### config.mk
export PLATFORM = sky130hd
export DESIGN_NAME = id_fetch_queue
export DESIGN_NICKNAME = d
export VERILOG_FILES = /design/src/rtl/id_fetch_queue.sv
export SDC_FILE = /design/constraint.sdc
export NUM_CORES = 1
export LEC_CHECK = 0
export ABC_CLOCK_PERIOD_IN_PS = 7940
export CAP_MARGIN = 20
export CORE_UTILIZATION = 30
export DETAILED_ROUTE_END_ITERATION = 7
export GPL_ROUTABILITY_DRIVEN = 0
export PLACE_DENSITY = 0.57
export SETUP_SLACK_MARGIN = 0.5
export SYNTH_ARGS = -nofsm -noshare
export SYNTH_HDL_FRONTEND = slang
export SYNTH_SLANG_ARGS = --single-unit
### constraint.sdc
create_clock -name clk -period 7.94 [get_ports clk]
set_input_delay 1.588 -clock clk [delete_from_list [all_inputs] [get_ports clk]]
set_output_delay 1.588 -clock clk [all_outputs]
set_load 0.01 [all_outputs]
### src/rtl/id_fetch_queue.sv
// Fetch-to-decode instruction queue: registered FIFO of {pc, instr} entries.
// An empty queue presents a NOP at pc 0 so decode only ever sees a bubble.
module id_fetch_queue #(
   parameter int unsigned     DEPTH     = 4,
   parameter int unsigned     XLEN      = 32,
   parameter logic [XLEN-1:0] NOP_INSTR = XLEN'(32'h0000_0013)
) (
   input  logic                       clk,
   input  logic                       rst_n,
   input  logic                       flush_i,
   input  logic                       in_valid_i,
   output logic                       in_ready_o,
   input  logic [XLEN-1:0]            in_pc_i,
   input  logic [XLEN-1:0]            in_instr_i,
   output logic                       out_valid_o,
   input  logic                       out_ready_i,
   output logic [XLEN-1:0]            out_pc_o,
   output logic [XLEN-1:0]            out_instr_o,
   output logic [$clog2(DEPTH+1)-1:0] count_o,
   output logic                       empty_o,
   output logic                       full_o
);

   localparam int unsigned AW = $clog2(DEPTH);
   localparam int unsigned CW = $clog2(DEPTH+1);

   logic [XLEN-1:0] pc_mem    [DEPTH];
   logic [XLEN-1:0] instr_mem [DEPTH];

   logic [AW-1:0] wr_ptr_q;
   logic [AW-1:0] rd_ptr_q;
   logic [CW-1:0] count_q;
   logic          push;
   logic          pop;

   assign empty_o     = (count_q == '0);
   assign full_o      = (count_q == CW'(DEPTH));
   assign count_o     = count_q;
   assign in_ready_o  = !full_o;
   assign out_valid_o = !empty_o;

   assign push = in_valid_i && in_ready_o && !flush_i;
   assign pop  = out_valid_o && out_ready_i && !flush_i;

   // Pointers wrap naturally because DEPTH is a power of two.
   always_ff @(posedge clk or negedge rst_n) begin
      if (!rst_n) begin
         wr_ptr_q <= '0;
         rd_ptr_q <= '0;
         count_q  <= '0;
      end else if (flush_i) begin
         wr_ptr_q <= '0;
         rd_ptr_q <= '0;
         count_q  <= '0;
      end else begin
         if (push) wr_ptr_q <= wr_ptr_q + AW'(1);
         if (pop)  rd_ptr_q <= rd_ptr_q + AW'(1);
         case ({push, pop})
            2'b10:   count_q <= count_q + CW'(1);
            2'b01:   count_q <= count_q - CW'(1);
            default: count_q <= count_q;
         endcase
      end
   end

   // Storage is deliberately unreset; the empty mux hides stale words.
   always_ff @(posedge clk) begin
      if (push) begin
         pc_mem[wr_ptr_q]    <= in_pc_i;
         instr_mem[wr_ptr_q] <= in_instr_i;
      end
   end

   assign out_pc_o    = empty_o ? '0 : pc_mem[rd_ptr_q];
   assign out_instr_o = empty_o ? NOP_INSTR : instr_mem[rd_ptr_q];

endmodule

==> results_dict.tcl, run 1 <==
set metrics [dict create \
    max_slew_margin 0.293 \
    grt_setup_unrepaired "no" \
    max_clock_freq_ghz 0.199 \
    antenna_found_initial 1 \
    skew_ps 14.7 \
    portBuffers 139 \
    worst_pin_slew_ps 1060 \
    cts_made_buffers 29 \
    wl_per_cell_um 19.5 \
    yosys-top-cells-count "edfxtp_1 (256), mux4_2 (64), and2_1 (61), buf_2 (10)" \
    required_ps 6350 \
    fin_area_um2 13100 \
    root_buffer "clkbuf_16" \
    grt_use_met2 0.215 \
    dieHeight_um 187 \
    coreArea_um2 33500 \
    timing.final.max_slew_violations 0 \
    firstDrtPassIters 4 \
    dr.first_iter.drc_count 320 \
    dpl.hpwl_mm 11.8 \
    rows 67 \
    cts_sinks 263 \
    yosys.area.top_type "edfxtp_1" \
    yosys_warnings 0 \
    syn_to_final_growth_pct 27.6 \
    syn_area_um2 10200 \
    drv_cap 0 \
    track_usage 0.124 \
    synth_area_leaders "edfxtp_1 (75%), mux4_2 (14%), and2_1 (3.7%), dfrtp_1 (1.7%), buf_6 (0.55%)" \
    initial_core_util 0.305 \
    post-route-drc-count 0 \
    fin_hold_ws_ps 610 \
    yosys.area.top_type_share 0.752 \
    gr-usage-met1 0.156 \
    end_kind "output pin" \
    grt_pass1_vias 5580 \
    synthArstFlopShare 0.0266 \
    grt_overflow 0 \
    drive_gt1_frac 0.193 \
    tns_ps 0 \
    finalHoldViolations 0 \
    setup_violations 0 \
    yosysMostFrequentCell "edfxtp_1" \
    final_nets 694 \
    die_x_um 187 \
    ys_types 35 \
    totalWireLength_mm 21.2 \
    leakage_nw 4.10 \
    cts_htree_levels 1 \
    clk_pin_slew_ps 60 \
    ctsResizeCount 0 \
    finalPower_mw 3.73 \
    crit_path_start_kind "flip-flop" \
    viasPerCell 4.55 \
    crit_arrival_ps 3440 \
    path_max_fanout 38 \
    clk_path_buf_depth 3 \
    use_met3 0.0308 \
    cts_tree "built" \
    ant_nets 0 \
    outcome "completed" \
    synth_seq_cells 263 \
    ys.flop_type "edfxtp_1" \
    grt_max_degree 66 \
    gr-max-usage-layer "met2" \
    ir_drop_mv 0.143 \
    ys_seq_area_frac 0.769 \
    syn-num-nets 545 \
    hold_class "flip-flop to flip-flop" \
    finalCriticalPeriod_ps 5030 \
    die-area_um2 34800 \
    cts_hold_buf 0 \
    final_util 0.389 \
    clk_latency_ps 530 \
    ios 140 \
    syn-instance-count 471 \
    vias 4962 \
    synth-edff-count 256 \
    avgSynthCellArea_um2 21.7 \
    placed_cell_area_um2 12100 \
    post_cts_buffers 0 \
    critical_path_class "flip-flop to output pin" \
    grt_pass1_wl_mm 33.3 \
    min_period_over_period 0.633 \
    power.density_nw_per_um2 286 \
]
==> final timing paths <==
check | from | to | slack (ps) | cells after the start
max | rd_ptr_q[0] | out_pc_o[6] | 2910 | 4
min | wr_ptr_q[1] | wr_ptr_q[1] | 610 | 2
max reg2reg | count_o[0] | count_o[2] | 5040 | 7
min reg2reg | wr_ptr_q[1] | wr_ptr_q[1] | 610 | 2
max in group asynchronous | rst_n | rd_ptr_q[0] | 6280 | 1
min in group asynchronous | rst_n | count_o[2] | 1340 | 1
==> critical path, stage by stage, from the launching register on <==
cell and delay, ps:
dfrtp_4 810, buf_4 770, mux4_2 610, and2_1 170, clkdlybuf4s50_1 480
==> registers in the layout, summed over array words and instances, names as in the netlist <==
register	flops
rd_ptr_q	2
pc_mem	128
instr_mem	128
wr_ptr_q	2
count_o	3
==> metrics by stage <==
step,std cells,setup WS [ps]
after floorplan,471,3940
after global placement,1034,3360
after detailed placement,1034,3340
after CTS,1087,2740
after global routing,1090,2620
final,1091,2910
==> layout by cell type, fill, tap and decap left out, types with 2 or more instances in the layout <==
cell	count
a2111oi_0	2
a21oi_1	3
and2_1	61
and3_4	4
buf_16	2
bufinv_16	2
clkbuf_1	3
clkbuf_16	29
clkbuf_8	2
clkdlybuf4s50_1	139
clkinv_1	4
clkinv_2	9
clkinv_4	2
dfrtp_1	5
dfrtp_4	2
edfxtp_1	256
ha_1	4
inv_1	4
inv_2	2
mux4_2	64
nand2_1	5
nand3_1	3
nor2_1	6
nor2b_1	3
nor3_1	2
or2_1	3
xor2_1	3
==> power breakdown <==
| part | total (mW) | switching (mW) | internal [mW] |
|---|---|---|---|
| Clock | 1.28 | 0.528 | 0.752 |
| Combinational | 0.799 | 0.342 | 0.457 |
| Sequential | 1.65 | 0.0606 | 1.59 |
| Total | 3.73 | 0.931 | 2.80 |
==> layer usage <==
layer  up-vias  wire length (µm)
met4         0               325
li1       2206                 -
met5         -                 0
met2       143             10700
met1      2588              8880
met3        25              1280
==> layout make-up <==
cell class,instances,area [µm²]
Timing Repair Buffer,143,1470
Clock inverter,19,154
Fill cell,3045,20500
Antenna cell,1,2.50
Tap cell,448,561
Inverter,6,22.5
Multi-Input combinational cell,177,2210
Sequential cell,263,7870
Clock buffer,34,764
==> kinds of logic (layout without fill, tap and decap cells) <==
kind of cell             count (synthesis)  count (layout)  share of synthesized area
AO/OA/AOI/OAI                           10              10                    0.00710
XOR/XNOR                                 4               4                    0.00343
adder cells (fa/ha/maj)                  5               5                    0.00685
buffers and inverters                   31             202                     0.0174
flip-flops                             263             263                      0.769
multiplexers                            65              65                      0.142
other                                    0               1                          0
AND/OR/NAND/NOR                         93              93                     0.0546
Note: power is estimated with default switching activity, not from simulation.
==> run 2: changes to the inputs <==
ABC_CLOCK_PERIOD_IN_PS = 5200   (was 7940)
clock period = 5.2 ns   (was 7.94 ns; I/O delays follow)
==> run 2 against run 1 <==
  * Global-route usage fell by 0.10 points
  * Critical path depth unchanged
  * Setup slack worse by 1900 ps
  * Sequential share of layout area up 0.89 points
  * Largest cell class unchanged
  * Die area unchanged
  * Clock skew down 8.8 ps
  * Combinational power rose by 53%
  * Highest routed layer is now met5
==> results_dict.tcl, run 2 (synthesized netlist as in run 1, its figures left out) <==
set metrics [dict create \
    worst_pin_slew_ps 1040 \
    post_cts_buffers 0 \
    final_nets 690 \
    layout.cells.non_filler 1084 \
    die-area_um2 34800 \
    dpl.hpwl_mm 12.7 \
    hold_class "flip-flop to flip-flop" \
    coreArea_um2 33500 \
    layout_commonest_cell "edfxtp_1" \
    dp.cells 1035 \
    firstDrtPassIters 4 \
    die_x_um 187 \
    cts_made_buffers 27 \
    dr.first_iter.drc_count 295 \
    drive_gt1_frac 0.174 \
    finalCriticalPeriod_ps 4170 \
    cts_hold_buf 0 \
    viasPerCell 4.49 \
    fillers 3083 \
    vias 4870 \
    root_buffer "clkbuf_16" \
    grt_pass1_wl_mm 32.7 \
    required_ps 4160 \
    track_usage 0.123 \
    power.density_nw_per_um2 426 \
    post-route-drc-count 0 \
    antenna_found_initial 4 \
    ctsResizeCount 0 \
    outcome "completed" \
    cts_sinks 263 \
    grt_pass1_vias 5343 \
    grt_overflow 0 \
    grt_setup_unrepaired "no" \
    ios 140 \
    clk_pin_slew_ps 60 \
    multiInputGateArea_um2 2210 \
    final_util 0.384 \
    clk_path_buf_depth 3 \
    ir_drop_mv 0.261 \
    drv_cap 0 \
    clk_latency_ps 520 \
    crit_arrival_ps 3130 \
    grt_max_degree 66 \
    ff_latch_area_um2 7870 \
    path_max_fanout 32 \
    skew_ps 5.93 \
    cts_tree "built" \
    crit_path_start_kind "flip-flop" \
    finalPower_mw 5.48 \
    dieHeight_um 187 \
    rows 67 \
    portBuffers 139 \
    tns_ps 0 \
    initial_core_util 0.305 \
    wl_per_cell_um 19.6 \
    cts_htree_levels 1 \
    end_kind "output pin" \
    ant_nets 0 \
    min_period_over_period 0.801 \
    layout_common_cells "edfxtp_1 (256), clkdlybuf4s50_1 (139), mux4_2 (64)" \
    finalHoldViolations 0 \
    fin_hold_ws_ps 613 \
    syn_to_final_growth_pct 25.8 \
    max_clock_freq_ghz 0.240 \
    max_slew_margin 0.306 \
    critical_path_class "flip-flop to output pin" \
    totalWireLength_mm 21.2 \
    leakage_nw 4.00 \
    setup_violations 0 \
    timing.final.max_slew_violations 0 \
]
-- run 2: worst max-delay path: stages, from the launching register on --
cell	delay, ps
dfrtp_4	840
buf_4	500
mux4_2	560
and2_1	190
clkdlybuf4s50_1	480
-- run 2: path summary, 6_finish.rpt --
kind	slack, ps	to	cells past startpoint	from
worst max-delay path	1030	out_pc_o[17]	4	rd_ptr_q[0]
worst min-delay path	610	wr_ptr_q[1]	2	wr_ptr_q[1]
worst max register to register	2270	count_o[2]	7	count_o[0]
worst min register to register	610	wr_ptr_q[1]	2	wr_ptr_q[1]
max in group asynchronous	4090	rd_ptr_q[1]	1	rst_n
min in group asynchronous	810	wr_ptr_q[1]	1	rst_n
-- run 2: through the flow --
stage / area, µm² / setup slack [ps]
2_1_floorplan: 10200 / 1750
3_3_place_gp: 12100 / 1470
3_5_place_dp: 12100 / 1470
4_1_cts: 12900 / 906
5_1_grt: 12900 / 817
6_report: 12900 / 1030
-- run 2: where the power goes --
part | switching, mW | internal [mW] | leakage (nW)
Clock | 0.738 | 0.996 | 0.381
Combinational | 0.527 | 0.694 | 1.20
Sequential | 0.0960 | 2.43 | 2.41
Total | 1.36 | 4.12 | 4.00
-- run 2: final cells by class --
type,count,area share
Multi-Input combinational cell,177,0.172
Antenna cell,2,0.000389
Clock inverter,14,0.00739
Tap cell,448,0.0436
Sequential cell,263,0.612
Clock buffer,33,0.0543
Inverter,6,0.00175
Timing Repair Buffer,141,0.109
-- run 2: metal layers --
metal	track usage	routed length (µm)	share of wire
met5	0	13	0.00061
met4	0.0284	391	0.018
met3	0.0308	1370	0.065
met2	0.203	10500	0.49
met1	0.164	8940	0.42
==> run 3: changes to the inputs <==
ABC_CLOCK_PERIOD_IN_PS = 3600   (was 5200)
PLACE_DENSITY = 0.59   (was 0.57)
clock period = 3.6 ns   (was 5.2 ns; I/O delays follow)
==> run 3 against run 2 <==
  * Sequential power is 42% higher
  * Final area is 5.0% higher
  * Setup slack worse by 570 ps
  * Clock power is 57% higher
  * Largest power group unchanged
  * Clock-buffer cell count is 6 higher
  * Critical path depth is 3 higher
  * Global-route usage is 0.52 points higher
==> results_dict.tcl, run 3 (synthesized netlist as in run 1, its figures left out) <==
set metrics [dict create \
    vias 5165 \
    crit_chain "buf_12 > buf_12 > buf_16 > buf_6 > mux4_2 > or2_1 > buf_2" \
    setup_violations 0 \
    dr.first_iter.drc_count 298 \
    finalCriticalPeriod_ps 3140 \
    ant_nets 0 \
    worst-path-buf-inv 5 \
    viasPerCell 4.56 \
    wl_per_cell_um 19.8 \
    path_max_fanout 6 \
    finalHoldViolations 0 \
    grt_overflow 0 \
    clk_latency_ps 530 \
    end_kind "output pin" \
    fin_area_um2 13500 \
    clk_pin_slew_ps 60 \
    post-route-drc-count 0 \
    grt_max_degree 65 \
    layout_common_cells "edfxtp_1 (256), clkdlybuf4s50_1 (75), mux4_2 (64)" \
    drv_cap 0 \
    worst_pin_slew_ps 435 \
    power.density_nw_per_um2 625 \
    die_x_um 187 \
    die-area_um2 34800 \
    dpl.hpwl_mm 12.1 \
    skew_ps 6.90 \
    max_slew_margin 0.703 \
    syn_to_final_growth_pct 32.1 \
    portBuffers 139 \
    max_clock_freq_ghz 0.319 \
    grt_pass1_vias 5636 \
    crit_path_start_kind "flip-flop" \
    ios 140 \
    fin_hold_ws_ps 451 \
    rows 67 \
    grt_setup_unrepaired "yes" \
    crit_slowest_cell "dfrtp_4" \
    cp.depth 7 \
    tns_ps 0 \
    layout_commonest_cell "edfxtp_1" \
    totalWireLength_mm 22.4 \
    cts_htree_levels 1 \
    timing.final.max_slew_violations 0 \
    cts_made_buffers 28 \
    track_usage 0.128 \
    ir_drop_mv 0.306 \
    drive_gt1_frac 0.293 \
    finalPower_mw 8.45 \
    rr_worst_depth 8 \
    initial_core_util 0.305 \
    outcome "completed" \
    path_common_cell "buf_12" \
    placed_cell_area_um2 12200 \
    antenna_found_initial 1 \
    min_period_over_period 0.871 \
    firstDrtPassIters 5 \
    hold_class "input pin to asynchronous set/reset pin" \
    crit_arrival_ps 2420 \
    cts_tree "built" \
    max_stage_delay_ps 510 \
    clk_path_buf_depth 3 \
    leakage_nw 4.51 \
    required_ps 2880 \
    cts_sinks 263 \
    root_buffer "clkbuf_16" \
    antenna_cells 0 \
    dieHeight_um 187 \
    crit_family "buffers and inverters" \
    grt_pass1_wl_mm 34.1 \
    final_nets 737 \
    coreArea_um2 33500 \
    critical_path_class "flip-flop to output pin" \
]
-- run 3: area by class of cell --
cell class / instances / area, µm²
clock buffers: 39 / 763
clock inverters: 13 / 111
fillers: 3027 / 20000
inverters: 6 / 22.5
multi-input cells: 179 / 2250
flip-flops and latches: 263 / 7870
well taps: 448 / 561
repair buffers: 185 / 1930
-- run 3: routing by layer --
metal / up-vias / global-route usage / wire length, µm
li1: 2292 / - / -
met1: 2698 / 0.170 / 10100
met2: 142 / 0.216 / 10900
met3: 33 / 0.0254 / 1030
met4: 0 / 0.0315 / 384
met5: - / 0 / 0
-- run 3: path summary, 6_finish.rpt --
path,slack (ps),to,startpoint
max,460,out_instr_o[0],rd_ptr_q[0]
min,450,wr_ptr_q[1],rst_n
max reg2reg,830,count_o[2],count_o[0]
min reg2reg,590,wr_ptr_q[1],wr_ptr_q[1]
max in group asynchronous,2880,rd_ptr_q[0],rst_n
min in group clk,590,wr_ptr_q[1],wr_ptr_q[1]
-- run 3: report_power, final --
part | total [mW] | internal (mW) | switching (mW)
Sequential | 3.58 | 3.51 | 0.0678
Combinational | 2.16 | 1.20 | 0.967
Clock | 2.71 | 1.62 | 1.10
Total | 8.45 | 6.32 | 2.13
-- run 3: through the flow --
| step | setup slack (ps) | util | cells |
|---|---|---|---|
| 2_1_floorplan | 1080 | - | 471 |
| 5_1_grt | 391 | 0.403 | 1133 |
| 3_5_place_dp | 623 | 0.365 | 1045 |
| 4_1_cts | 362 | 0.399 | 1122 |
| 6_report | 463 | 0.403 | 1133 |
| 3_3_place_gp | 634 | 0.365 | 1045 |
-- run 3: timing repair --
action,CTS,global route
pin swaps,2,2
buffers inserted,19,10
endpoints found under the setup margin,65,37
hold buffers,0,0
resized for setup,116,67
gates cloned,6,1
endpoints found under the hold margin,0,0
